==> src/rtl/display_scan_ctrl_if.sv <==
// ---------------------------------------------------------------------------
// display_scan_ctrl_if
//   Bundles the display-side signals of display_scan_ctrl.
//   Signal names keep the scan controller's own direction prefixes:
//     i_En          scan enable (0 = display dark, scanning frozen)
//     i_Nibble[3:0] digit value returned by the upstream 4:1 multiplexer
//     i_Dp_Mask     bit k lights the decimal point of digit k
//     i_Blank_Mask  bit k keeps digit k dark
//     o_Sel[1:0]    digit index / multiplexer select
//     o_Anodo[3:0]  digit enables, active-low, at most one low
//     o_Seg[6:0]    segments g..a, active-low
//     o_Dp          decimal point, active-low
//     o_Tick        one-cycle pulse when o_Sel advances
//   Modports: slave = scan controller, master = whoever drives the inputs.
// ---------------------------------------------------------------------------
interface display_scan_ctrl_if;
    logic       i_En;
    logic [3:0] i_Nibble;
    logic [3:0] i_Dp_Mask;
    logic [3:0] i_Blank_Mask;
    logic [1:0] o_Sel;
    logic [3:0] o_Anodo;
    logic [6:0] o_Seg;
    logic       o_Dp;
    logic       o_Tick;

    modport slave (
        input  i_En, i_Nibble, i_Dp_Mask, i_Blank_Mask,
        output o_Sel, o_Anodo, o_Seg, o_Dp, o_Tick
    );

    modport master (
        output i_En, i_Nibble, i_Dp_Mask, i_Blank_Mask,
        input  o_Sel, o_Anodo, o_Seg, o_Dp, o_Tick
    );
endinterface

==> src/rtl/display_scan_ctrl.sv <==
// ---------------------------------------------------------------------------
// display_scan_ctrl
//   Scan controller for a 4-digit multiplexed 7-segment display. Each digit
//   slot of CLK_DIV cycles starts with BLANK_CYC cycles of all anodes off,
//   then shows the decoded nibble for the remaining cycles. The blank gap
//   lets the external multiplexer settle so no digit ghosts another's
//   segments.
//   Parameters: CLK_DIV   cycles per digit slot (must exceed BLANK_CYC)
//               BLANK_CYC dark cycles at the start of each slot (>= 2)
//   Ports:      i_Clk  rising-edge clock
//               i_Rst  asynchronous reset, active-high
//               bus    display_scan_ctrl_if.slave (see interface header)
//   All outputs are registered.
// ---------------------------------------------------------------------------
module display_scan_ctrl #(
    parameter int CLK_DIV   = 50000,
    parameter int BLANK_CYC = 16
) (
    input  logic                i_Clk,
    input  logic                i_Rst,
    display_scan_ctrl_if.slave  bus
);

    localparam int CNT_W = (CLK_DIV > 2) ? $clog2(CLK_DIV) : 1;
    localparam logic [CNT_W-1:0] BLANK_LAST = CNT_W'(BLANK_CYC - 1);
    localparam logic [CNT_W-1:0] SHOW_LAST  = CNT_W'(CLK_DIV - BLANK_CYC - 1);
    localparam logic [3:0]       ALL_OFF    = 4'b1111;

    typedef enum logic [1:0] {
        IDLE,
        BLANK,
        SHOW
    } state_e;

    state_e           state_q;
    logic [CNT_W-1:0] cnt_q;
    logic [1:0]       sel_q;
    logic [3:0]       anodo_q;
    logic [6:0]       seg_q;
    logic             dp_q;
    logic             tick_q;

    // Hex to active-low 7-segment, bit order g,f,e,d,c,b,a.
    function automatic logic [6:0] hex7seg(input logic [3:0] nib);
        logic [6:0] seg;
        // NOTE: a default on every path keeps combinational logic free of latches.
        seg = 7'h7F;
        unique case (nib)
            4'h0: seg = 7'h40;
            4'h1: seg = 7'h79;
            4'h2: seg = 7'h24;
            4'h3: seg = 7'h30;
            4'h4: seg = 7'h19;
            4'h5: seg = 7'h12;
            4'h6: seg = 7'h02;
            4'h7: seg = 7'h78;
            4'h8: seg = 7'h00;
            4'h9: seg = 7'h10;
            4'hA: seg = 7'h08;
            4'hB: seg = 7'h03;
            4'hC: seg = 7'h46;
            4'hD: seg = 7'h21;
            4'hE: seg = 7'h06;
            4'hF: seg = 7'h0E;
            default: seg = 7'h7F;
        endcase
        return seg;
    endfunction

    // NOTE: the reset is asynchronous so the anodes go dark the moment i_Rst
    // rises, without waiting for a clock edge.
    always_ff @(posedge i_Clk or posedge i_Rst) begin
        if (i_Rst) begin
            state_q <= IDLE;
            cnt_q   <= '0;
            sel_q   <= 2'd0;
            anodo_q <= ALL_OFF;
            seg_q   <= 7'h7F;
            dp_q    <= 1'b1;
            tick_q  <= 1'b0;
        end else begin
            // NOTE: non-blocking assignments for all state so every register
            // samples the pre-edge values, regardless of statement order.
            tick_q <= 1'b0;
            if (!bus.i_En) begin
                // Disable wins over everything, including the last SHOW cycle;
                // o_Sel and the segment registers are held.
                state_q <= IDLE;
                cnt_q   <= '0;
                anodo_q <= ALL_OFF;
            end else begin
                unique case (state_q)
                    IDLE: begin
                        state_q <= BLANK;
                        cnt_q   <= '0;
                        anodo_q <= ALL_OFF;
                    end
                    BLANK: begin
                        if (cnt_q == BLANK_LAST) begin
                            // Segments and anode load on the same edge so the
                            // digit never appears with stale segments.
                            state_q <= SHOW;
                            cnt_q   <= '0;
                            seg_q   <= hex7seg(bus.i_Nibble);
                            dp_q    <= ~bus.i_Dp_Mask[sel_q];
                            anodo_q <= bus.i_Blank_Mask[sel_q] ? ALL_OFF
                                                               : ~(4'b0001 << sel_q);
                        end else begin
                            cnt_q <= cnt_q + CNT_W'(1);
                        end
                    end
                    SHOW: begin
                        if (cnt_q == SHOW_LAST) begin
                            state_q <= BLANK;
                            cnt_q   <= '0;
                            anodo_q <= ALL_OFF;
                            sel_q   <= sel_q + 2'd1;
                            tick_q  <= 1'b1;
                        end else begin
                            cnt_q <= cnt_q + CNT_W'(1);
                        end
                    end
                    default: begin
                        state_q <= IDLE;
                        cnt_q   <= '0;
                        anodo_q <= ALL_OFF;
                    end
                endcase
            end
        end
    end

    assign bus.o_Sel   = sel_q;
    assign bus.o_Anodo = anodo_q;
    assign bus.o_Seg   = seg_q;
    assign bus.o_Dp    = dp_q;
    assign bus.o_Tick  = tick_q;

endmodule
==> src/flat_wrapper.sv <==
// flat-port wrapper written by rule: the top's interface ports become plain ports
module display_scan_ctrl_flat 
#(
    parameter int CLK_DIV   = 50000,
    parameter int BLANK_CYC = 16
)
  (i_Clk, i_Rst, bus_i_En, bus_i_Nibble, bus_i_Dp_Mask, bus_i_Blank_Mask, bus_o_Sel, bus_o_Anodo, bus_o_Seg, bus_o_Dp, bus_o_Tick);
  display_scan_ctrl_if bus_i ();
  input  logic i_Clk;
  input  logic i_Rst;
  input wire logic [$bits(bus_i.i_En)-1:0] bus_i_En;
  input wire logic [$bits(bus_i.i_Nibble)-1:0] bus_i_Nibble;
  input wire logic [$bits(bus_i.i_Dp_Mask)-1:0] bus_i_Dp_Mask;
  input wire logic [$bits(bus_i.i_Blank_Mask)-1:0] bus_i_Blank_Mask;
  output wire logic [$bits(bus_i.o_Sel)-1:0] bus_o_Sel;
  output wire logic [$bits(bus_i.o_Anodo)-1:0] bus_o_Anodo;
  output wire logic [$bits(bus_i.o_Seg)-1:0] bus_o_Seg;
  output wire logic [$bits(bus_i.o_Dp)-1:0] bus_o_Dp;
  output wire logic [$bits(bus_i.o_Tick)-1:0] bus_o_Tick;
  assign bus_i.i_En = bus_i_En;
  assign bus_i.i_Nibble = bus_i_Nibble;
  assign bus_i.i_Dp_Mask = bus_i_Dp_Mask;
  assign bus_i.i_Blank_Mask = bus_i_Blank_Mask;
  assign bus_o_Sel = bus_i.o_Sel;
  assign bus_o_Anodo = bus_i.o_Anodo;
  assign bus_o_Seg = bus_i.o_Seg;
  assign bus_o_Dp = bus_i.o_Dp;
  assign bus_o_Tick = bus_i.o_Tick;
  display_scan_ctrl #(.CLK_DIV(CLK_DIV), .BLANK_CYC(BLANK_CYC)) u_core (.i_Clk(i_Clk), .i_Rst(i_Rst), .bus(bus_i));
endmodule
==> config.mk <==
export PLATFORM = sky130hd
export DESIGN_NAME = display_scan_ctrl_flat
export DESIGN_NICKNAME = d
export VERILOG_FILES = /design/src/rtl/display_scan_ctrl_if.sv /design/src/rtl/display_scan_ctrl.sv /design/src/flat_wrapper.sv
export SDC_FILE = /design/constraint.sdc
export NUM_CORES = 1
export LEC_CHECK = 0
export CAP_MARGIN = 0
export CELL_PAD_IN_SITES_DETAIL_PLACEMENT = 1
export CELL_PAD_IN_SITES_GLOBAL_PLACEMENT = 1
export CORE_MARGIN = 4
export CORE_UTILIZATION = 40
export CTS_CLUSTER_SIZE = 28
export DETAILED_ROUTE_END_ITERATION = 8
export PLACE_DENSITY_LB_ADDON = 0.05
export SLEW_MARGIN = 0
export SYNTH_ARGS = -nofsm -noshare
export SYNTH_HDL_FRONTEND = slang
export SYNTH_SLANG_ARGS = --single-unit
export TNS_END_PERCENT = 20
==> constraint.sdc <==
create_clock -name i_Clk -period 3 [get_ports i_Clk]
set_clock_uncertainty 0.2 [all_clocks]
set_input_delay 0.3 -clock i_Clk [delete_from_list [all_inputs] [get_ports i_Clk]]
set_output_delay 0.3 -clock i_Clk [all_outputs]
set_load 0.03 [all_outputs]
# == Word level (Yosys, flattened, before mapping) ==
# Memories as Yosys holds them, arrays and structs flattened. A register that Yosys moved wholly into a read port is not among the register bits.
# Index checks and enable logic that the tools add are counted.
# word_totals
reg_bits,26
romBits,112
in_bits,15
output_inout_bits,15
wordCells,43
memories,1
# memory_table
name,depth,word_bits,read_ports,rd_clocked_by_memory_dff,write_ports,line,text
(no name shown),16,7,1,1,0,display_scan_ctrl.sv:48,unique case (nib)
# op_classes
addsub,2
n_lt_le_gt_ge,1
eq_ne,6
shifts,1
mux,20
n_bitwise,2
reduce_logical,4
# op_table
op,n
$mux 16,3
$pmux 16 s2,1
$add 16x1->16 const B,1
$eq 16x16->1 const B,1
$eq 16x4->1 const B,1
$mux 4,4
$pmux 4 s2,1
$mux 2,3
$ne 3x2->1 const B,2
$pmux 2 s3,1
$reduce_and 3->1,2
$mux 1,5
$bmux 1 s2,2
$not 4->4,1
$shl 1x2->4 const A,1
$lt 2x3->1 const B,1
$add 2x1->2 const B,1
$eq 2x1->1 const B,1
$eq 2x2->1 const B,1
$logic_not 2->1,1
$reduce_and 2->1,1
$not 1->1,1

# == Longest topological paths before layout ==
# Gate-level depths: netlist of the first run.
# logic_depth
ltp_word,6
ltp_mapped,6
depth_no_buf,6

# == Worst setup path before layout of the first run ==
# Ideal clock, no wire load.
# synth_path
path_type,reg-to-reg
start,reg u_core.cnt_q[13]
end,reg u_core.seg_q[0] (netlist: u_core.bus.o_Seg[0])
setup_ns,0.082
t_arrival_ns,2.185
required_time_ns,2.718
slack_ns,0.532
stages_incl_launch_ff,6
n_path_buf,1
synth_period_minus_slack_ns,2.468
path_cell_list,dfrtp_1 -> or4_4 -> or4_4 -> or2_1 -> buf_6 -> mux2_4
# synth_via
elab_chain_cells,2
# synth_rtl
element,line,text
"start, declared",display_scan_ctrl.sv:36,logic [CNT_W-1:0] cnt_q;
"start signal, assigned",display_scan_ctrl.sv:109,cnt_q <= cnt_q + CNT_W'(1);
"start signal, assigned",display_scan_ctrl.sv:120,cnt_q <= cnt_q + CNT_W'(1);
$eq 16x4->1,display_scan_ctrl.sv:99,if (cnt_q == BLANK_LAST) begin
$reduce_and 3->1 (no source line),--,
"end, declared",display_scan_ctrl.sv:39,logic [6:0] seg_q;
# Every way passes these cells.
# A chain may end at the register's enable or synchronous reset.

# == Final worst setup path of the first run ==
# layout_path
start,reg u_core.cnt_q[13]
end,reg u_core.seg_q[3] (netlist: u_core.bus.o_Seg[3])
# The elaborated chain is that of the path after synthesis.

==> results of run 1 <==
## routing by layer
layer  vias to the layer above  global-route usage [%]
li1                        715                       -
met1                       722                    20.1
met4                         0                    4.72
met2                        28                    28.3
met5                         -                       0
met3                         4                    4.36
## state kept, by name, indices dropped and copies added, names as in the netlist
register,flops
u_core.state_q,2
u_core.bus.o_Anodo,4
u_core.bus.o_Dp,1
u_core.bus.o_Seg,7
u_core.cnt_q,16
u_core.bus.o_Tick,1
u_core.bus.o_Sel,2
## synthesized netlist by cell type (all sizes together) (2+ instances only)
master	count	area share [%]
nor2	18	3.4
nand3	9	2.3
xor2	5	2.2
o21ai	11	2.8
mux2i	4	2.0
inv	12	2.3
mux2	11	7.1
a22oi	2	1.5
dfrtp	21	27
o41ai	2	0.89
nand2	11	2.1
dfstp	12	16
nor3	4	1.0
ha	15	9.6
or4	6	2.9
and2	2	0.64
nand4	4	1.3
a21oi	4	1.0
xnor2	7	3.1
clkbuf	4	0.77
mux4	3	3.4
and3	2	0.64
## cell type report
type                            instances  area, um^2
Clock buffer                            8        90.1
Fill cell                             540        2320
Inverter                               12        45.0
Multi-Input combinational cell        134        1050
Sequential cell                        33         841
Tap cell                               67        83.8
Timing Repair Buffer                   30         298
## stage by stage
step	util [%]	hold WS, ns	power (mW)
6_report	51.0	0.225	0.890
3_3_place_gp	49.1	0.285	0.559
2_1_floorplan	-	0.220	0.523
4_1_cts	51.0	0.237	0.907
5_1_grt	51.0	0.278	0.944
3_5_place_dp	49.1	0.299	0.564
## worst max-delay path: stages, from the launching register on
cell and delay [ns]:
dfrtp_1 0.43, or4_4 0.57, or4_4 0.60, or2_1 0.38
mux2_4 0.35
## power by group
group / total [mW] / switching (mW) / internal [mW]
sequential: 0.455 / 0.00382 / 0.451
clock: 0.335 / 0.148 / 0.187
combinational: 0.0995 / 0.0524 / 0.0471
total: 0.890 / 0.205 / 0.685
## cell families (layout without fill, tap and decap cells)
logic type / Yosys count / in the layout / share of synthesized area, %
DFF: 33 / 33 / 42.9
muxes: 18 / 18 / 12.6
xor gates and xnor gates: 12 / 12 / 5.36
buffers and inverters: 17 / 50 / 3.63
AOI/OAI and AO/OA: 26 / 26 / 8.99
adders and majority gates: 15 / 15 / 9.57
and+or+nand+nor: 63 / 63 / 17.0
## worst min-delay path by stage
stage,from,cells after the start,to,slack [ns]
floorplan,i_Rst,1,u_core.bus.o_Sel[0],0.22
global placement,u_core.cnt_q[0],1,u_core.cnt_q[0],0.28
global route,i_Rst,3,u_core.cnt_q[2],0.28
detailed placement,u_core.bus.o_Dp,2,u_core.bus.o_Dp,0.30
finish,i_Rst,3,u_core.cnt_q[2],0.22
CTS,i_Rst,3,u_core.cnt_q[14],0.24
==> impl_metrics.py, run 1 <==
metrics = {
    "floorplan": {
        "core_area_um2": 4720,
        "rows": 25,
        "die_h_um": 78.0,
        "initial_utilization_pct": 41.5,
        "io_pins": 30,
        "die_w_um": 78.0,
        "die-area_um2": 6090,
    },
    "finish": {
        "final_common_cell": "clkdlybuf4s50_1",
        "layout_common_cells": "clkdlybuf4s50_1, dfrtp_1, nor2_1",
        "area_growth_pct": 22.7,
        "drive_gt1_share_pct": 18.0,
        "diodes": 0,
        "fin_nets": 246,
        "final_cells": 284,
        "stdcell_area_um2": 2410,
    },
    "sta": {
        "min_period_ns": 2.61,
        "tightest_slew_ns": 0.616,
        "rsz0062_at_grt": "false",
        "fin_crit_sh_pct": 87.0,
        "fmax_ghz": 0.383,
        "finalSetupViolCount": 0,
        "maxSlewHeadroom_pct": 58.6,
        "hold_viol_final": 0,
        "slew_viol_final": 0,
        "fin_tns_setup_ns": 0,
        "setup_slack_ns": 0.389,
    },
    "placed_design": {
        "dpl-instance-area_um2": 2320,
        "port-buffer-count": 29,
        "gp_congestion": 0.784,
        "dp_hpwl_um": 3340,
        "pre_cts_slack_ns": 0.404,
        "dp_cells": 276,
    },
    "critical_path": {
        "endpoint": "u_core.bus.o_Seg[3]",
        "cp-end-kind": "register",
        "r2r_end": "u_core.bus.o_Seg[3]",
        "r2r_cells": 4,
        "crit_type": "register to register",
        "start_kind": "register",
        "cp.required_ns": 3.00,
        "cp.arrival_ns": 2.61,
        "worstReg2RegStart": "u_core.cnt_q[13]",
        "crit_start": "u_core.cnt_q[13]",
        "reg2reg_slack_ns": 0.39,
        "path_max_fanout": 9,
    },
    "routing": {
        "drt_iter0_markers": 41,
        "viasPerCell": 5.17,
        "post_drt_wl_per_cell_um": 15.3,
        "ant_nets": 0,
        "num_vias": 1469,
        "met2_length_um": 2180,
        "top_layer_used": "met4",
        "wl_um": 4340,
        "dr.pass1.iters": 2,
        "wl_met3_um": 223,
        "drc_errors": 0,
        "routedLengthMet1_um": 1900,
    },
    "synthesis": {
        "syn_inst": 184,
        "postSynth.asyncResetShare_pct": 100,
        "synth-main-ff-cell": "dfrtp_1",
        "synthesis.area_um2": 1960,
        "synth_edf_count": 0,
        "ys_seq_elements": 33,
        "yosys_warnings": 0,
        "yosysUniqueCellTypes": 40,
        "syn_nets": 214,
        "avgSynthCellArea_um2": 10.7,
        "synth-seq-area-share_pct": 42.9,
    },
    "clock_network": {
        "htreeDepth": 2,
        "clockBufferDepth": 2,
        "cts_hold_buffers": 0,
        "cts_made_buffers": 5,
        "cts_tree": "built",
        "clk_pin_slew_ns": 0.07,
        "insertion_delay_ns": 0.28,
        "cts-root-buf": "clkbuf_8",
        "cts_resized": 0,
        "post_cts_buffers": 0,
        "clock_sinks": 33,
    },
    "pwr": {
        "power_density_nw_per_um2": 370,
        "power_leakage_nw": 0.978,
        "peakVddDrop_v": 0.000212,
    },
    "global_routing": {
        "gr-usage-all-layers_pct": 16.4,
        "grt-ovfl-total": 0,
        "grt_pass1_wl_um": 7960,
        "grt_max_degree": 34,
        "antenna_found_initial": 0,
        "grt_pass1_vias": 1632,
    },
    "outcome": {
        "status": "complete, no violations",
    },
    "min_path": {
        "hold_class": "input port to asynchronous set/reset pin",
    },
    "job": {
        "maxCapViolations": 0,
    },
}
No activity file was read; power rests on OpenSTA's default activity.
==> run 2, diff against run 1 <==
--- a/config.mk
+++ b/config.mk
@@ -12,6 +12,7 @@
 export CORE_UTILIZATION = 40
 export CTS_CLUSTER_SIZE = 28
 export DETAILED_ROUTE_END_ITERATION = 8
+export DONT_BUFFER_PORTS = 1
 export PLACE_DENSITY_LB_ADDON = 0.05
 export SLEW_MARGIN = 0
 export SYNTH_ARGS = -nofsm -noshare
==> impl_metrics.py, run 2 (synthesis gave the netlist of run 1 again) <==
metrics = {
    "sta": {
        "slew_viol_final": 0,
        "fin_tns_setup_ns": 0,
        "tightest_slew_ns": 0.657,
        "finalSetupViolCount": 0,
        "min_period_ns": 2.62,
        "fin_crit_sh_pct": 87.3,
        "fmax_ghz": 0.382,
        "rsz0062_at_grt": "false",
        "maxSlewHeadroom_pct": 55.8,
        "hold_viol_final": 0,
    },
    "clock_network": {
        "cts_made_buffers": 5,
        "cts_resized": 0,
        "clk_pin_slew_ns": 0.07,
        "htreeDepth": 2,
        "clock_sinks": 33,
        "cts-root-buf": "clkbuf_8",
        "clockBufferDepth": 2,
        "cts_tree": "built",
        "insertion_delay_ns": 0.29,
    },
    "routing": {
        "top_layer_used": "met4",
        "dr.pass1.iters": 4,
        "wl_um": 4240,
        "routedLengthMet1_um": 1760,
        "met2_length_um": 2060,
        "post_drt_wl_per_cell_um": 16.5,
        "viasPerCell": 5.45,
        "num_vias": 1400,
        "drt_iter0_markers": 40,
        "drc_errors": 0,
        "wl_met3_um": 290,
        "ant_nets": 0,
    },
    "critical_path": {
        "reg2reg_slack_ns": 0.38,
        "endpoint": "u_core.bus.o_Seg[4]",
        "r2r_end": "u_core.bus.o_Seg[4]",
        "cp-end-kind": "register",
        "path_max_fanout": 9,
        "cp.arrival_ns": 2.63,
        "r2r_cells": 4,
        "start_kind": "register",
        "crit_type": "register to register",
        "cp.required_ns": 3.01,
        "worstReg2RegStart": "u_core.cnt_q[13]",
        "crit_start": "u_core.cnt_q[13]",
    },
    "finish": {
        "diodes": 0,
        "final_cells": 257,
        "largest_register_ffs": 16,
        "final_common_cell": "dfrtp_1",
        "area_growth_pct": 8.55,
        "layout_common_cells": "dfrtp_1, nor2_1, ha_1",
        "drive_gt1_share_pct": 21.1,
        "fin_nets": 219,
        "regMostFlops": "u_core.cnt_q",
    },
    "outcome": {
        "status": "complete, no violations",
    },
    "floorplan": {
        "die-area_um2": 6090,
        "initial_utilization_pct": 41.5,
        "die_h_um": 78.0,
        "io_pins": 30,
        "core_area_um2": 4720,
        "die_w_um": 78.0,
        "rows": 25,
    },
    "placed_design": {
        "dp_hpwl_um": 3180,
        "gp_congestion": 0.761,
        "port-buffer-count": 0,
        "dp_cells": 247,
    },
    "global_routing": {
        "grt_pass1_vias": 1561,
        "antenna_found_initial": 0,
        "gr-usage-all-layers_pct": 15.2,
        "grt_pass1_wl_um": 7330,
        "grt-ovfl-total": 0,
        "grt_max_degree": 20,
    },
    "pwr": {
        "power_density_nw_per_um2": 401,
        "peakVddDrop_v": 0.000173,
        "power_leakage_nw": 0.875,
    },
    "job": {
        "maxCapViolations": 0,
    },
    "min_path": {
        "hold_class": "input port to register",
    },
}
==> run 2: cell types whose count changed in the layout (fill, tap and decap cells not counted) <==
cell / previous run / this run
clkdlybuf4s50_1: 29 / 0
clkbuf_1: 2 / 1
clkinv_2: 0 / 2
dlygate4sd3_1: 0 / 2
clkbuf_8: 6 / 5
==> run 2: worst min path at each step <==
stage / end / cells past startpoint / slack (ns) / start
2_1_floorplan: u_core.bus.o_Sel[0] / 1 / 0.22 / i_Rst
3_3_place_gp: u_core.bus.o_Tick / 1 / 0.06 / i_Rst
3_5_place_dp: u_core.bus.o_Sel[1] / 1 / 0.09 / i_Rst
4_1_cts: u_core.state_q[0] / 2 / 0.0003 / bus_i_En
5_1_grt: u_core.state_q[0] / 2 / 0.009 / bus_i_En
6_report: u_core.state_q[0] / 2 / 0.01 / bus_i_En
==> run 2: repair_timing <==
action | CTS | global route
hold buffers | 2 | 0
hold endpoints to repair | 10 | 0
setup endpoints to repair | 0 | 0
setup buffers | 0 | 0
==> run 2: metal layers <==
layer  global-route usage [%]  vias up
met5                        0        -
met4                     6.99        0
met3                     5.28       12
met2                     26.4       35
met1                     16.5      692
li1                         -      661
==> run 2: final cells by class <==
cell class | count | area, um^2
fillers | 522 | 2590
multi-input cells | 134 | 1050
flip-flops and latches | 33 | 841
well taps | 67 | 83.8
clock buffers | 6 | 72.6
inverters | 12 | 45.0
repair buffers | 3 | 27.5
clock inverters | 2 | 10.0
==> run 2: worst max-delay path, cell delays in order (launching register included) <==
cell,delay (ns)
dfrtp_1,0.44
or4_4,0.58
or4_4,0.60
or2_1,0.38
mux2_4,0.35
==> run 2: per-stage QoR <==
| stage | hold WS [ns] | power (mW) | instance area [um^2] | util [%] | setup slack (ns) |
|---|---|---|---|---|---|
| 3_5_place_dp | 0.0853 | 0.538 | 2030 | 42.9 | 0.386 |
| 6_report | 0.0130 | 0.854 | 2130 | 45.1 | 0.380 |
| 2_1_floorplan | 0.220 | 0.523 | 1960 | - | 0.532 |
| 5_1_grt | 0.00912 | 0.904 | 2130 | 45.1 | 0.319 |
| 3_3_place_gp | 0.0613 | 0.532 | 2030 | 42.9 | 0.437 |
| 4_1_cts | 0.000275 | 0.869 | 2130 | 45.1 | 0.369 |
==> run 2: power breakdown <==
part | total [mW] | switching, mW | internal (mW)
Sequential | 0.457 | 0.00635 | 0.451
Clock | 0.322 | 0.162 | 0.161
Combinational | 0.0737 | 0.0422 | 0.0315
